==> src/rtl/bht_controller_if.sv <==
// Lookup, update and table-memory signals of the BHT controller in one bundle.
// slave = controller side; master = requesters plus the table memory.
interface bht_controller_if #(
    parameter int INDEX_W = 6,
    parameter int TAG_W   = 24
);
    logic               lk_valid;
    logic [INDEX_W-1:0] lk_index;
    logic [TAG_W-1:0]   lk_tag;
    logic               lk_ready;
    logic               lk_resp_valid;
    logic               lk_hit;
    logic [1:0]         lk_counter;
    logic               lk_prediction;

    logic               up_valid;
    logic [INDEX_W-1:0] up_index;
    logic [TAG_W-1:0]   up_tag;
    logic               up_taken;
    logic               up_ready;
    logic               up_done;

    logic [INDEX_W-1:0] mem_addr;
    logic               mem_rd;
    logic               mem_we;
    logic [TAG_W+2:0]   mem_wdata;
    logic [TAG_W+2:0]   mem_rdata;

    modport master (
        output lk_valid, lk_index, lk_tag,
        input  lk_ready, lk_resp_valid, lk_hit, lk_counter, lk_prediction,
        output up_valid, up_index, up_tag, up_taken,
        input  up_ready, up_done,
        input  mem_addr, mem_rd, mem_we, mem_wdata,
        output mem_rdata
    );

    modport slave (
        input  lk_valid, lk_index, lk_tag,
        output lk_ready, lk_resp_valid, lk_hit, lk_counter, lk_prediction,
        input  up_valid, up_index, up_tag, up_taken,
        output up_ready, up_done,
        output mem_addr, mem_rd, mem_we, mem_wdata,
        input  mem_rdata
    );
endinterface

==> src/rtl/bht_controller.sv <==
// BHT sequencer: arbitrates lookups/updates onto a single-port table, updates by read-modify-write.
// Latency: lookup result 3 cycles after accept, update done 4 cycles after accept.
// Backpressure: one request in flight; ready only in IDLE. Optional BHT_INIT_CLEAR_EN clears table after reset.
module bht_controller #(
    parameter int INDEX_W = 6,
    parameter int TAG_W   = 24
) (
    input  logic              clk,
    input  logic              reset,
    bht_controller_if.slave   bus
);
    typedef struct packed {
        logic             valid;
        logic [TAG_W-1:0] tag;
        logic [1:0]       ctr;
    } entry_t;

`ifdef BHT_INIT_CLEAR_EN
    typedef enum logic [2:0] {INIT, IDLE, RD, CMP, WR} state_t;
    logic [INDEX_W:0] init_cnt;
`else
    typedef enum logic [2:0] {IDLE, RD, CMP, WR} state_t;
`endif

    state_t             state;
    logic               last_up;
    logic               op_up;
    logic [TAG_W-1:0]   tag_q;
    logic               taken_q;

    logic               lk_resp_valid_q;
    logic               lk_hit_q;
    logic [1:0]         lk_counter_q;
    logic               lk_prediction_q;
    logic               up_done_q;
    logic [INDEX_W-1:0] mem_addr_q;
    logic               mem_rd_q;
    logic               mem_we_q;
    entry_t             mem_wdata_q;

    logic   in_idle;
    logic   lk_acc;
    logic   up_acc;
    entry_t rd_e;
    logic   rd_hit;
    logic [1:0] next_ctr;

    // The class not served last wins a tie; a lone request always wins.
    assign in_idle      = (state == IDLE) && !reset;
    assign bus.lk_ready = in_idle && (!bus.up_valid || last_up);
    assign bus.up_ready = in_idle && (!bus.lk_valid || !last_up);
    assign lk_acc       = bus.lk_valid && bus.lk_ready;
    assign up_acc       = bus.up_valid && bus.up_ready;

    assign rd_e   = bus.mem_rdata;
    assign rd_hit = rd_e.valid && (rd_e.tag == tag_q);

    always_comb begin
        next_ctr = rd_e.ctr;
        if (!rd_hit)
            next_ctr = taken_q ? 2'b10 : 2'b01;
        else if (taken_q && rd_e.ctr != 2'b11)
            next_ctr = rd_e.ctr + 2'b01;
        else if (!taken_q && rd_e.ctr != 2'b00)
            next_ctr = rd_e.ctr - 2'b01;
    end

    always_ff @(posedge clk or posedge reset) begin
        if (reset) begin
`ifdef BHT_INIT_CLEAR_EN
            state    <= INIT;
            init_cnt <= '0;
`else
            state    <= IDLE;
`endif
            last_up         <= 1'b0;
            op_up           <= 1'b0;
            tag_q           <= '0;
            taken_q         <= 1'b0;
            lk_resp_valid_q <= 1'b0;
            lk_hit_q        <= 1'b0;
            lk_counter_q    <= 2'b00;
            lk_prediction_q <= 1'b0;
            up_done_q       <= 1'b0;
            mem_addr_q      <= '0;
            mem_rd_q        <= 1'b0;
            mem_we_q        <= 1'b0;
            mem_wdata_q     <= '0;
        end else begin
            lk_resp_valid_q <= 1'b0;
            up_done_q       <= 1'b0;
            mem_rd_q        <= 1'b0;
            mem_we_q        <= 1'b0;
            case (state)
`ifdef BHT_INIT_CLEAR_EN
                INIT: begin
                    if (!init_cnt[INDEX_W]) begin
                        mem_we_q    <= 1'b1;
                        mem_addr_q  <= init_cnt[INDEX_W-1:0];
                        mem_wdata_q <= '0;
                        init_cnt    <= init_cnt + 1'b1;
                    end else begin
                        state <= IDLE;
                    end
                end
`endif
                IDLE: begin
                    if (lk_acc || up_acc) begin
                        op_up      <= up_acc;
                        last_up    <= up_acc;
                        tag_q      <= up_acc ? bus.up_tag : bus.lk_tag;
                        taken_q    <= bus.up_taken;
                        mem_addr_q <= up_acc ? bus.up_index : bus.lk_index;
                        mem_rd_q   <= 1'b1;
                        state      <= RD;
                    end
                end
                RD: state <= CMP;
                CMP: begin
                    if (op_up) begin
                        mem_wdata_q <= '{valid: 1'b1, tag: tag_q, ctr: next_ctr};
                        mem_we_q    <= 1'b1;
                        state       <= WR;
                    end else begin
                        lk_hit_q        <= rd_hit;
                        lk_counter_q    <= rd_hit ? rd_e.ctr : 2'b00;
                        lk_prediction_q <= rd_hit && rd_e.ctr[1];
                        lk_resp_valid_q <= 1'b1;
                        state           <= IDLE;
                    end
                end
                WR: begin
                    up_done_q <= 1'b1;
                    state     <= IDLE;
                end
                default: state <= IDLE;
            endcase
        end
    end

    assign bus.lk_resp_valid = lk_resp_valid_q;
    assign bus.lk_hit        = lk_hit_q;
    assign bus.lk_counter    = lk_counter_q;
    assign bus.lk_prediction = lk_prediction_q;
    assign bus.up_done       = up_done_q;
    assign bus.mem_addr      = mem_addr_q;
    assign bus.mem_rd        = mem_rd_q;
    assign bus.mem_we        = mem_we_q;
    assign bus.mem_wdata     = mem_wdata_q;
endmodule
==> src/flat_wrapper.sv <==
// flat-port wrapper written by rule: the top's interface ports become plain ports
module bht_controller_flat 
#(
    parameter int INDEX_W = 6,
    parameter int TAG_W   = 24
)
  (clk, reset, bus_lk_valid, bus_lk_index, bus_lk_tag, bus_lk_ready, bus_lk_resp_valid, bus_lk_hit, bus_lk_counter, bus_lk_prediction, bus_up_valid, bus_up_index, bus_up_tag, bus_up_taken, bus_up_ready, bus_up_done, bus_mem_addr, bus_mem_rd, bus_mem_we, bus_mem_wdata, bus_mem_rdata);
  bht_controller_if #(.INDEX_W(INDEX_W), .TAG_W(TAG_W)) bus_i ();
  input  logic clk;
  input  logic reset;
  input wire logic [$bits(bus_i.lk_valid)-1:0] bus_lk_valid;
  input wire logic [$bits(bus_i.lk_index)-1:0] bus_lk_index;
  input wire logic [$bits(bus_i.lk_tag)-1:0] bus_lk_tag;
  output wire logic [$bits(bus_i.lk_ready)-1:0] bus_lk_ready;
  output wire logic [$bits(bus_i.lk_resp_valid)-1:0] bus_lk_resp_valid;
  output wire logic [$bits(bus_i.lk_hit)-1:0] bus_lk_hit;
  output wire logic [$bits(bus_i.lk_counter)-1:0] bus_lk_counter;
  output wire logic [$bits(bus_i.lk_prediction)-1:0] bus_lk_prediction;
  input wire logic [$bits(bus_i.up_valid)-1:0] bus_up_valid;
  input wire logic [$bits(bus_i.up_index)-1:0] bus_up_index;
  input wire logic [$bits(bus_i.up_tag)-1:0] bus_up_tag;
  input wire logic [$bits(bus_i.up_taken)-1:0] bus_up_taken;
  output wire logic [$bits(bus_i.up_ready)-1:0] bus_up_ready;
  output wire logic [$bits(bus_i.up_done)-1:0] bus_up_done;
  output wire logic [$bits(bus_i.mem_addr)-1:0] bus_mem_addr;
  output wire logic [$bits(bus_i.mem_rd)-1:0] bus_mem_rd;
  output wire logic [$bits(bus_i.mem_we)-1:0] bus_mem_we;
  output wire logic [$bits(bus_i.mem_wdata)-1:0] bus_mem_wdata;
  input wire logic [$bits(bus_i.mem_rdata)-1:0] bus_mem_rdata;
  assign bus_i.lk_valid = bus_lk_valid;
  assign bus_i.lk_index = bus_lk_index;
  assign bus_i.lk_tag = bus_lk_tag;
  assign bus_lk_ready = bus_i.lk_ready;
  assign bus_lk_resp_valid = bus_i.lk_resp_valid;
  assign bus_lk_hit = bus_i.lk_hit;
  assign bus_lk_counter = bus_i.lk_counter;
  assign bus_lk_prediction = bus_i.lk_prediction;
  assign bus_i.up_valid = bus_up_valid;
  assign bus_i.up_index = bus_up_index;
  assign bus_i.up_tag = bus_up_tag;
  assign bus_i.up_taken = bus_up_taken;
  assign bus_up_ready = bus_i.up_ready;
  assign bus_up_done = bus_i.up_done;
  assign bus_mem_addr = bus_i.mem_addr;
  assign bus_mem_rd = bus_i.mem_rd;
  assign bus_mem_we = bus_i.mem_we;
  assign bus_mem_wdata = bus_i.mem_wdata;
  assign bus_i.mem_rdata = bus_mem_rdata;
  bht_controller #(.INDEX_W(INDEX_W), .TAG_W(TAG_W)) u_core (.clk(clk), .reset(reset), .bus(bus_i));
endmodule
==> config.mk <==
export PLATFORM = sky130hd
export DESIGN_NAME = bht_controller_flat
export DESIGN_NICKNAME = d
export VERILOG_FILES = /design/src/rtl/bht_controller_if.sv /design/src/rtl/bht_controller.sv /design/src/flat_wrapper.sv
export SDC_FILE = /design/constraint.sdc
export NUM_CORES = 1
export LEC_CHECK = 0
export ABC_AREA = 1
export CAP_MARGIN = 5
export CORE_MARGIN = 2
export CORE_UTILIZATION = 44
export DETAILED_ROUTE_END_ITERATION = 7
export PLACE_DENSITY = 0.87
export SLEW_MARGIN = 25
export SYNTH_ARGS = -nofsm -noshare
export SYNTH_HDL_FRONTEND = slang
export SYNTH_SLANG_ARGS = --single-unit
==> constraint.sdc <==
create_clock -name clk -period 11.04 [get_ports clk]
set_clock_uncertainty 0.15 [all_clocks]
set_input_delay 2.208 -clock clk [delete_from_list [all_inputs] [get_ports clk]]
set_output_delay 2.208 -clock clk [all_outputs]
set_load 0.005 [all_outputs]
==> flow_summary_export.csv <==
group,metric,value,unit
outcome,status,"finished clean",
floorplanning,fp.dieH,91.7,um
critical_path,r2r-start,"u_core.state[0]",
worst_hold_path,whs_endpoint,"u_core.bus.lk_counter[0]",
logic_synthesis,syn-num-nets,502,
final_layout,area_growth,44.0,%
clock_network,clock_sinks,68,
logic_synthesis,synth.avg_cell_area,8.29,um2
final_layout,final_area,0.00487,mm2
final_layout,n_fill_cell,568,
logic_synthesis,yosys_warnings,0,
worst_hold_path,min_path_type,"reg2reg",
placement,dp_cells,622,
critical_path,worstRegToRegCells,6,
sta,worst_hold_slack,326,ps
drt,avgViaCountPerCell,4.98,
critical_path,critPathMostFrequentCell,"clkdlybuf4s50_1",
logic_synthesis,synth-seq-cells,68,
logic_synthesis,ys_seq_area_share,50.3,%
sta,slew_headroom,41.3,%
power,p_per_area,219,mW/mm2
critical_path,worstPathRequired,8680,ps
sta,period_needed,6590,ps
sta,rsz0062_at_grt,"no",
floorplanning,initial_core_util,46.1,%
clock_network,cts_buffers,9,
critical_path,worst_path_max_delay_cell,"buf_4",
drt,first_pass_iters,4,
drt,ant_nets,0,
final_layout,stdcell_count,636,
floorplanning,fp-row-count,31,
grt,antenna_found_initial,0,
power,leakagePower,2.27,nW
grt,grt_pass1_vias,3118,
sta,min_period_over_period,59.7,%
critical_path,crit_type,"in2out",
logic_synthesis,synth_top_area_share,50.3,%
clock_network,cts.clk_slew.worst_paths,70,ps
power,total_power,1.07,mW
grt,grt_remaining_overflow,0,
clock_network,cts_tree,"done",
clock_network,post-cts-setup-buffer-count,0,
drt,wl_per_cell,13.8,um
sta,setup_viol,0,
placement,place_hpwl,6290,um
floorplanning,io_pins,135,
critical_path,cpPeakStageDelay,660,ps
run,maxCapViolations,0,
grt,gr-usage-all-layers,21.4,%
floorplanning,die_w,91.7,um
clock_network,cts_root_buf,"clkbuf_8",
worst_hold_path,hp-start,"u_core.bus.lk_counter[0]",
power,peakVddDrop,0.129,mV
critical_path,cp-end-kind,"output port",
clock_network,post_cts_resized,0,
placement,place_congestion,0.782,
logic_synthesis,synth_top_area_cell,"dfrtp_1",
drt,vias,3166,
drt,drt-initial-drc-count,125,
drt,drt_wl_total,8770,um
logic_synthesis,synth_cells,408,
floorplanning,die_area,0.00840,mm2
critical_path,start_kind,"input pin",
critical_path,r2r_setup_slack,8420,ps
final_layout,layout.nets,628,
sta,setup-tns-final,0,ps
logic_synthesis,synth_area,0.00338,mm2
logic_synthesis,synth.area.top_cells,"dfrtp_1 (50%), nand2_1 (11%), inv_1 (5.8%)",
worst_hold_path,whs_path_depth,2,
placement,post_dp_cell_area,0.00471,mm2
sta,slew_viol_final,0,
logic_synthesis,synth_cell_types,26,
clock_network,insertion_delay,320,ps
critical_path,worstReg2RegEnd,"u_core.tag_q[2]",
clock_network,holdBufCountCts,0,
critical_path,cp_max_fo,69,
critical_path,crit_chain,"clkdlybuf4s50_1 > inv_2 > buf_4 > nand2_2 > a21oi_4 > clkdlybuf4s50_1",
sta,clock.fmax,0.152,GHz
placement,io_buffers,134,
final_layout,multi_input_area,0.00132,mm2
final_layout,drive_gt1_share,4.84,%
sta,hold_viol,0,
critical_path,critPathArrivalTime,4230,ps
floorplanning,core,0.00733,mm2
grt,grt_pass1_wl,14300,um
final_layout,diodes,0,
final_layout,seq_area,0.00170,mm2
grt,grt_max_degree,70,
sta,tightest_slew,879,ps
clock_network,htree_levels,3,
drt,post-route-drc-count,0,
clock_network,cts_buffer_depth,2,
## stage by stage
stage          util, %  setup slack (ps)
5_1_grt           66.4              4250
4_1_cts           66.4              4390
2_1_floorplan        -              4420
3_3_place_gp      64.3              4450
3_5_place_dp      64.3              4400
6_report          66.4              4450
## how the worst max path moves through the flow
| stage | cells after the start | from | end |
|---|---|---|---|
| 2_1_floorplan | 4 | reset | bus_up_ready |
| 3_3_place_gp | 6 | reset | bus_up_ready |
| 3_5_place_dp | 6 | reset | bus_up_ready |
| 4_1_cts | 6 | reset | bus_up_ready |
| 5_1_grt | 6 | reset | bus_up_ready |
| 6_report | 6 | reset | bus_up_ready |
## power breakdown
part	internal, mW	total [mW]	switching [mW]
registers	0.363	0.426	0.0626
clock network	0.0841	0.169	0.0850
logic	0.244	0.471	0.227
total	0.691	1.07	0.375
## Yosys cell counts, drive strengths merged
| library cell | number |
|---|---|
| nand2 | 100 |
| dfrtp | 68 |
| inv | 54 |
| nand3 | 35 |
| o21ai | 33 |
| a21oi | 32 |
| a22oi | 24 |
| nor2 | 21 |
| buf | 18 |
| a2bb2oi | 6 |
| clkbuf | 4 |
| xor2 | 3 |
| ha | 2 |
| nand4 | 2 |
| nor3 | 2 |
| or2 | 2 |
| o211ai | 1 |
| xnor2 | 1 |
## logic make-up (layout without fill, tap and decap cells)
| group | count (synthesis) | in the layout | share of synthesized area [%] |
|---|---|---|---|
| AOI/OAI and AO/OA | 96 | 96 | 17.1 |
| xor gates and xnor gates | 4 | 4 | 1.04 |
| adders and majority gates | 2 | 2 | 0.740 |
| buffers and inverters | 76 | 205 | 10.6 |
| DFF | 68 | 68 | 50.3 |
| and+or+nand+nor | 162 | 162 | 20.2 |
## cell usage in the layout (no fill, tap or decap), types with 3 or more instances in the layout
master	count
a21oi_1	31
a22oi_1	24
a2bb2oi_1	6
buf_4	3
clkbuf_8	10
clkdlybuf4s50_1	134
clkinv_2	3
dfrtp_1	68
inv_1	51
inv_2	3
nand2_1	98
nand3_1	35
nor2_1	20
o21ai_0	29
o21ai_1	4
xor2_1	3
## registers in the layout, summed over array words and instances, names as in the netlist
register / cells
u_core.op_up: 1
u_core.bus.lk_counter: 2
u_core.tag_q: 24
u_core.bus.lk_hit: 1
u_core.bus.up_done: 1
u_core.bus.lk_resp_valid: 1
u_core.taken_q: 1
u_core.bus.mem_wdata: 27
u_core.bus.mem_rd: 1
u_core.bus.mem_we: 1
u_core.bus.mem_addr: 6
u_core.state: 2
## metal layers
metal | vias up | routed length (um) | GRT usage (%)
li1 | 1582 | - | -
met5 | - | 0 | 0
met4 | 0 | 110 | 6.19
met1 | 1462 | 3660 | 26.3
met2 | 111 | 4480 | 38.5
met3 | 11 | 532 | 3.62
## critical path, delay by kind of cell
kind | cells | cell delay [ps]
AO/OA/AOI/OAI | 1 | 160
buffers and inverters | 4 | 1650
AND/OR/NAND/NOR | 1 | 190
## cell type report
class	count	area share, %
flip-flops and latches	68	35.0
repair buffers	137	28.0
multi-input cells	264	27.1
inverters	54	4.16
clock buffers	11	2.90
well taps	99	2.54
clock inverters	3	0.308
(Power assumes the default switching activity.)
